$ cat src/rtl/rtc_pkg.sv
// Shared field limits, alarm state encoding and hour helpers for the RTC.
package rtc_pkg;

  localparam int FIELD_W = 6;

  localparam logic [FIELD_W-1:0] SEC_MAX = 6'd59;
  localparam logic [FIELD_W-1:0] MIN_MAX = 6'd59;
  localparam logic [FIELD_W-1:0] HR_MAX  = 6'd23;

  typedef enum logic [1:0] {
    IDLE    = 2'd0,
    RINGING = 2'd1,
    SNOOZE  = 2'd2
  } alarm_state_t;

  // Increment a time field, wrapping to zero after its maximum.
  function automatic logic [FIELD_W-1:0] inc_wrap(input logic [FIELD_W-1:0] v,
                                                  input logic [FIELD_W-1:0] max_v);
    return (v == max_v) ? '0 : v + 6'd1;
  endfunction

  // 24 h hour to 12 h display hour: 0 -> 12, 13..23 -> 1..11.
  function automatic logic [FIELD_W-1:0] to_12h(input logic [FIELD_W-1:0] h);
    if (h == 6'd0)
      return 6'd12;
    else if (h > 6'd12)
      return h - 6'd12;
    else
      return h;
  endfunction

endpackage

$ cat src/rtl/rtc_alarm_fsm.sv
// Alarm sequencer: ring with timeout, snooze countdown, off/disable abort.
//
// state   | meaning
// --------+-----------------------------------------------------------
// IDLE    | armed or disarmed, waiting for a time match
// RINGING | alarm output on, ring_cnt counts ticks down to auto-stop
// SNOOZE  | alarm output off, snooze_cnt counts ticks down to re-ring
module rtc_alarm_fsm
  import rtc_pkg::*;
#(
  parameter int SNOOZE_MIN = 5,
  parameter int RING_SEC   = 60
) (
  input  logic clk,
  input  logic rst_n,
  input  logic match,
  input  logic tick,
  input  logic snooze,
  input  logic off,
  input  logic en,
  output logic active
);

  localparam logic [7:0]  RING_LOAD   = 8'(RING_SEC);
  localparam logic [11:0] SNOOZE_LOAD = 12'(SNOOZE_MIN * 60);

  alarm_state_t state;
  logic [7:0]   ring_cnt;
  logic [11:0]  snooze_cnt;

  // State, countdown timers and the registered ringing flag; a count of 1
  // on a tick is the terminal count because that tick takes it to zero.
  always_ff @(posedge clk or negedge rst_n) begin
    if (!rst_n) begin
      state      <= IDLE;
      ring_cnt   <= '0;
      snooze_cnt <= '0;
      active     <= 1'b0;
    end else begin
      case (state)
        IDLE: begin
          if (match && en) begin
            state    <= RINGING;
            ring_cnt <= RING_LOAD;
            active   <= 1'b1;
          end
        end
        RINGING: begin
          if (off || !en) begin
            state  <= IDLE;
            active <= 1'b0;
          end else if (snooze) begin
            state      <= SNOOZE;
            snooze_cnt <= SNOOZE_LOAD;
            active     <= 1'b0;
          end else if (tick) begin
            ring_cnt <= ring_cnt - 8'd1;
            if (ring_cnt == 8'd1) begin
              state  <= IDLE;
              active <= 1'b0;
            end
          end
        end
        SNOOZE: begin
          if (off || !en) begin
            state  <= IDLE;
            active <= 1'b0;
          end else if (tick) begin
            snooze_cnt <= snooze_cnt - 12'd1;
            if (snooze_cnt == 12'd1) begin
              state    <= RINGING;
              ring_cnt <= RING_LOAD;
              active   <= 1'b1;
            end
          end
        end
        default: begin
          state  <= IDLE;
          active <= 1'b0;
        end
      endcase
    end
  end

endmodule

$ cat src/rtl/rtc_core.sv
// Real-time clock: hh:mm:ss on a 1 Hz enable, 12/24 h display, day pulse,
// editable alarm and alarm sequencer.
module rtc_core
  import rtc_pkg::*;
#(
  parameter int SNOOZE_MIN  = 5,
  parameter int RING_SEC    = 60,
  parameter int ALARM_RST_H = 7,
  parameter int ALARM_RST_M = 0
) (
  input  logic       i_clk,
  input  logic       i_rst_n,
  input  logic       i_tick,
  input  logic       i_inc_hours,
  input  logic       i_inc_minutes,
  input  logic       i_alarm_set,
  input  logic       i_alarm_en,
  input  logic       i_snooze,
  input  logic       i_alarm_off,
  input  logic       i_mode_12h,
  output logic [5:0] o_hours,
  output logic [5:0] o_minutes,
  output logic [5:0] o_seconds,
  output logic       o_pm,
  output logic [5:0] o_alarm_hours,
  output logic [5:0] o_alarm_minutes,
  output logic       o_alarm_active,
  output logic       o_day_pulse
);

  logic [FIELD_W-1:0] sec_cnt, min_cnt, hr_cnt;
  logic [FIELD_W-1:0] alarm_hr, alarm_min;
  logic [FIELD_W-1:0] roll_min, roll_hr;
  logic time_edit, tick_eff, sec_wrap, min_wrap, hr_wrap, match;

  // A time-edit pulse owns the cycle, so a coincident tick is discarded.
  assign time_edit = !i_alarm_set && (i_inc_hours || i_inc_minutes);
  assign tick_eff  = i_tick && !time_edit;

  assign sec_wrap = (sec_cnt == SEC_MAX);
  assign min_wrap = (min_cnt == MIN_MAX);
  assign hr_wrap  = (hr_cnt == HR_MAX);

  assign roll_min = sec_wrap ? inc_wrap(min_cnt, MIN_MAX) : min_cnt;
  assign roll_hr  = (sec_wrap && min_wrap) ? inc_wrap(hr_cnt, HR_MAX) : hr_cnt;

  // Matches on the tick that lands on hh:mm:00 equal to the alarm.
  assign match = tick_eff && sec_wrap && (roll_min == alarm_min) && (roll_hr == alarm_hr);

  // Time-of-day counters and the registered day-rollover pulse.
  always_ff @(posedge i_clk or negedge i_rst_n) begin
    if (!i_rst_n) begin
      sec_cnt     <= '0;
      min_cnt     <= '0;
      hr_cnt      <= '0;
      o_day_pulse <= 1'b0;
    end else begin
      o_day_pulse <= tick_eff && sec_wrap && min_wrap && hr_wrap;
      if (time_edit) begin
        if (i_inc_minutes) begin
          min_cnt <= inc_wrap(min_cnt, MIN_MAX);
          sec_cnt <= '0;
        end
        if (i_inc_hours)
          hr_cnt <= inc_wrap(hr_cnt, HR_MAX);
      end else if (tick_eff) begin
        sec_cnt <= inc_wrap(sec_cnt, SEC_MAX);
        min_cnt <= roll_min;
        hr_cnt  <= roll_hr;
      end
    end
  end

  // Alarm time register, edited by the increment pulses while alarm_set is high.
  always_ff @(posedge i_clk or negedge i_rst_n) begin
    if (!i_rst_n) begin
      alarm_hr  <= 6'(ALARM_RST_H);
      alarm_min <= 6'(ALARM_RST_M);
    end else if (i_alarm_set) begin
      if (i_inc_minutes)
        alarm_min <= inc_wrap(alarm_min, MIN_MAX);
      if (i_inc_hours)
        alarm_hr <= inc_wrap(alarm_hr, HR_MAX);
    end
  end

  rtc_alarm_fsm #(
    .SNOOZE_MIN (SNOOZE_MIN),
    .RING_SEC   (RING_SEC)
  ) u_alarm_fsm (
    .clk    (i_clk),
    .rst_n  (i_rst_n),
    .match  (match),
    .tick   (tick_eff),
    .snooze (i_snooze),
    .off    (i_alarm_off),
    .en     (i_alarm_en),
    .active (o_alarm_active)
  );

  assign o_hours         = i_mode_12h ? to_12h(hr_cnt) : hr_cnt;
  assign o_alarm_hours   = i_mode_12h ? to_12h(alarm_hr) : alarm_hr;
  assign o_minutes       = min_cnt;
  assign o_seconds       = sec_cnt;
  assign o_alarm_minutes = alarm_min;
  assign o_pm            = (hr_cnt >= 6'd12);

endmodule

$ cat config.mk
export PLATFORM = sky130hd
export DESIGN_NAME = rtc_core
export DESIGN_NICKNAME = d
export VERILOG_FILES = /design/src/rtl/rtc_pkg.sv /design/src/rtl/rtc_alarm_fsm.sv /design/src/rtl/rtc_core.sv
export SDC_FILE = /design/constraint.sdc
export NUM_CORES = 1
export LEC_CHECK = 0
export BUFFER_PORTS_ARGS = -buffer_cell sky130_fd_sc_hd__buf_2
export CAP_MARGIN = 15
export CORE_MARGIN = 2
export CORE_UTILIZATION = 50
export CTS_BUF_LIST = sky130_fd_sc_hd__clkbuf_4 sky130_fd_sc_hd__clkbuf_8 sky130_fd_sc_hd__clkbuf_16
export DETAILED_ROUTE_END_ITERATION = 7
export PLACE_DENSITY = 0.78
export SLEW_MARGIN = 20
export SYNTH_ARGS = -nofsm -noshare
export SYNTH_HDL_FRONTEND = slang
export SYNTH_SLANG_ARGS = --single-unit
$ cat constraint.sdc
create_clock -name i_clk -period 2.8 [get_ports i_clk]
set_input_delay 0.14 -clock i_clk [delete_from_list [all_inputs] [get_ports i_clk]]
set_output_delay 0.14 -clock i_clk [all_outputs]
set_load 0.01 [all_outputs]
==> results.md <==
- Min Clock Period, post-route: 2.69 ns
- # diodes: 0
- Top Ports: 43
- Final nets: 556
- Routed WL per cell: 16.2 um
- Register area share after synthesis: 36.1%
- Post-synthesis cell area: 0.00375 mm2
- Distinct cells, synth: 58
- Setup TNS: 0 ns
- Die width: 90.6 um
- Cts bufs inserted: 5
- Fin cells: 629
- DP HPWL: 7.94 mm
- Max Cap Viol: 0
- CTS H-tree depth: 2
- Via/cell ratio: 5.95
- I/O Buffers: 42
- Top cell family by delay on the critical path: simple AND/OR/NAND/NOR gates
- GR peak layer: met2
- Final setup violation count: 0
- Ys async rst share: 100%
- Number of global-route vias before repair: 3526
- PwrDens: 759 mW/mm2
- Crit-path cells: ha_1 -> and4b_1 -> nor4_4 -> mux2i_1 -> o21ai_0 -> a2111o_1 -> or3_4 -> a31o_1
- Final ANT Viol Nets: 0
- Die area: 0.00821 mm2
- Number of setup buffers added after CTS: 0
- R2R Setup Slk: 0.11 ns
- Share of layout cells above drive strength 1: 22.5%
- Initial antenna violation count: 0
- Nature of the critical path startpoint: flop
- RSZ-0062 raised after global routing: false
- Buffer levels on the longest clock path: 2
- Global Route met1 Usage: 33.5%
- RR Endpoint: u_alarm_fsm.ring_cnt[0]
- First-pass GRT wire length: 16.8 mm
- GRT Util Overall: 25.2%
- Rows: 31
- Grt ovf: 0
- TritonRoute pass-1 iters: 5
- Warning count from the yosys run: 0
- Worst r2r src: hr_cnt[0]
- Met2 Use GR: 42.3%
- Height of the die: 90.6 um
- Nature of the critical path endpoint: flop
- Cells after Synth: 452
- Fmax: 372 MHz
- Cell at the slowest stage of the critical path: or3_4
- Status: finished clean
- # clock sinks: 54
- Crit Path Class: flop to flop
- Core area: 0.00725 mm2
- Final core utilization: 61.5%
- Max Slew Vio Count: 0
- Worst Path Buf+Inv: 0
- Critical Path RT: 3.01 ns
- CP max FO: 9
- Initial drt markers: 246
- Setup WS post-layout: 0.111 ns
- Fin area: 0.00446 mm2
- Routed via count: 3740
- CP max stage delay: 0.46 ns
- Initial core utilization: 51.7%
- Placement Cell Area: 0.00434 mm2
- CTS tree: done
- Mapped Nets: 479
- Peak supply drop: 0.000278 V
- FF+latch count, synth: 54
- Number of synthesized flops with an enable pin: 0
- Final hold viol count: 0
- Mean Syn Cell Area: 8.30 um2
- Beginning of the critical path: hr_cnt[0]
- Final critical-path share of the clock period: 96.0%
- Most frequent cells in the layout: dfrtp_1, nor2_1, o21ai_0, nand2_1, buf_4
- Clk slew on worst S/H paths: 0.10 ns
- Slew HR: 50.6%
- Slew @ Worst Pin: 0.734 ns
- Post-Place Setup Slack: -0.0240 ns
- Leakage: 0.00199 uW
- Placed insts: 620
- Hold_sp: i_snooze
- Clk root buf: clkbuf_8
- Largest net degree at the start of global routing: 27
- Synthesis-to-finish area growth: 18.9%
- Detailed Route WL: 10.2 mm
- Global placement routability congestion: 1.02
- Remaining routing DRC violations: 0
- R2r worst-path depth: 8
- Hold Path Class: input pin to flop
- Worst Hold End: u_alarm_fsm.state[1]
- M3 GR Usage: 3.26%
- Clock latency on the worst-skew pair: 0.31 ns
- Crit path DAT: 2.90 ns
- Clk_skew: 0.00984 ns
- Post-synth top flop: dfrtp_1
- Most common cell after layout, fill and taps aside: dfrtp_1
- WHS Path Cells: 3
-- tightest hold or removal path, cell delays in order --
cell and delay [ns]:
buf_2 0.12, nand2_1 0.12, a21oi_1 0.08
-- per-layer routing --
metal / part of all wire, % / up-vias
li1: - / 1790
met2: 48 / 127
met3: 5.1 / 22
met1: 44 / 1801
met4: 2.3 / 0
met5: 0 / -
-- cell type report --
| class | instances | area, um2 |
|---|---|---|
| inverters | 19 | 71.3 |
| clock buffers | 6 | 76.3 |
| flip-flops and latches | 54 | 1360 |
| repair buffers | 86 | 543 |
| clock inverters | 2 | 13.8 |
| multi-input cells | 363 | 2280 |
| well taps | 99 | 124 |
| fillers | 641 | 2790 |
-- metrics by stage --
stage / hold WS, ns / power, uW
after detailed placement: 0.181 / 2900
after CTS: 0.158 / 3370
final: 0.185 / 3390
after floorplan: -0.156 / 2190
after global routing: 0.168 / 3660
after global placement: 0.181 / 2850
-- timing repair --
item	CTS	global route
setup endpoints to repair	2	3
hold buffers	1	0
pin swaps	0	0
gates resized for setup	1	3
endpoints found under the hold margin	24	0
gates cloned	0	0
-- cell usage after synthesis (7+ instances only) --
cell       n  area (um2)
a21oi_1   24         120
a31oi_1    7        43.8
and2_1     7        43.8
clkbuf_1  11        41.3
dfrtp_1   51        1280
ha_1      17         213
inv_1     19        71.3
nand2_1   43         161
nand2b_1   7        43.8
nand3_1   26         130
nand4_1    9        56.3
nor2_1    49         184
nor3_1    10        50.1
o21ai_0   43         215
or3_1      8        50.1
xnor2_1   12         105
xor2_1     8        70.1
-- how the worst max path moves through the flow --
stage                                          to  slack, ns  cells past startpoint
after floorplan           u_alarm_fsm.ring_cnt[0]      0.009                      9
after global placement    u_alarm_fsm.ring_cnt[1]       0.03                      8
after detailed placement  u_alarm_fsm.ring_cnt[0]      -0.02                      8
after CTS                 u_alarm_fsm.ring_cnt[0]       0.08                      8
after global routing      u_alarm_fsm.ring_cnt[1]      0.009                      8
final                     u_alarm_fsm.ring_cnt[0]       0.11                      8
-- sequential cells by signal, indices dropped and copies added, names as in the netlist --
signal                  flops
hr_cnt                      6
o_day_pulse                 1
alarm_hr                    6
u_alarm_fsm.state           2
o_alarm_minutes             6
u_alarm_fsm.ring_cnt        8
u_alarm_fsm.active          1
o_minutes                   6
u_alarm_fsm.snooze_cnt     12
o_seconds                   6
-- kinds of logic (layout without fill, tap and decap cells) --
logic type	after synthesis	in the layout	share of synthesized area [%]
AOI/OAI and AO/OA	116	116	19.1
xor gates and xnor gates	20	20	4.67
adders and majority gates	17	17	5.67
buffers and inverters	35	113	3.84
DFF	54	54	36.1
muxes	8	8	2.33
and+or+nand+nor	202	202	28.3
-- where the power goes --
part	total [uW]	internal [uW]	switching, uW
clock network	454	189	265
logic	1730	779	956
registers	1200	956	242
total	3390	1920	1460
Note: power is estimated with default switching activity, not from simulation.
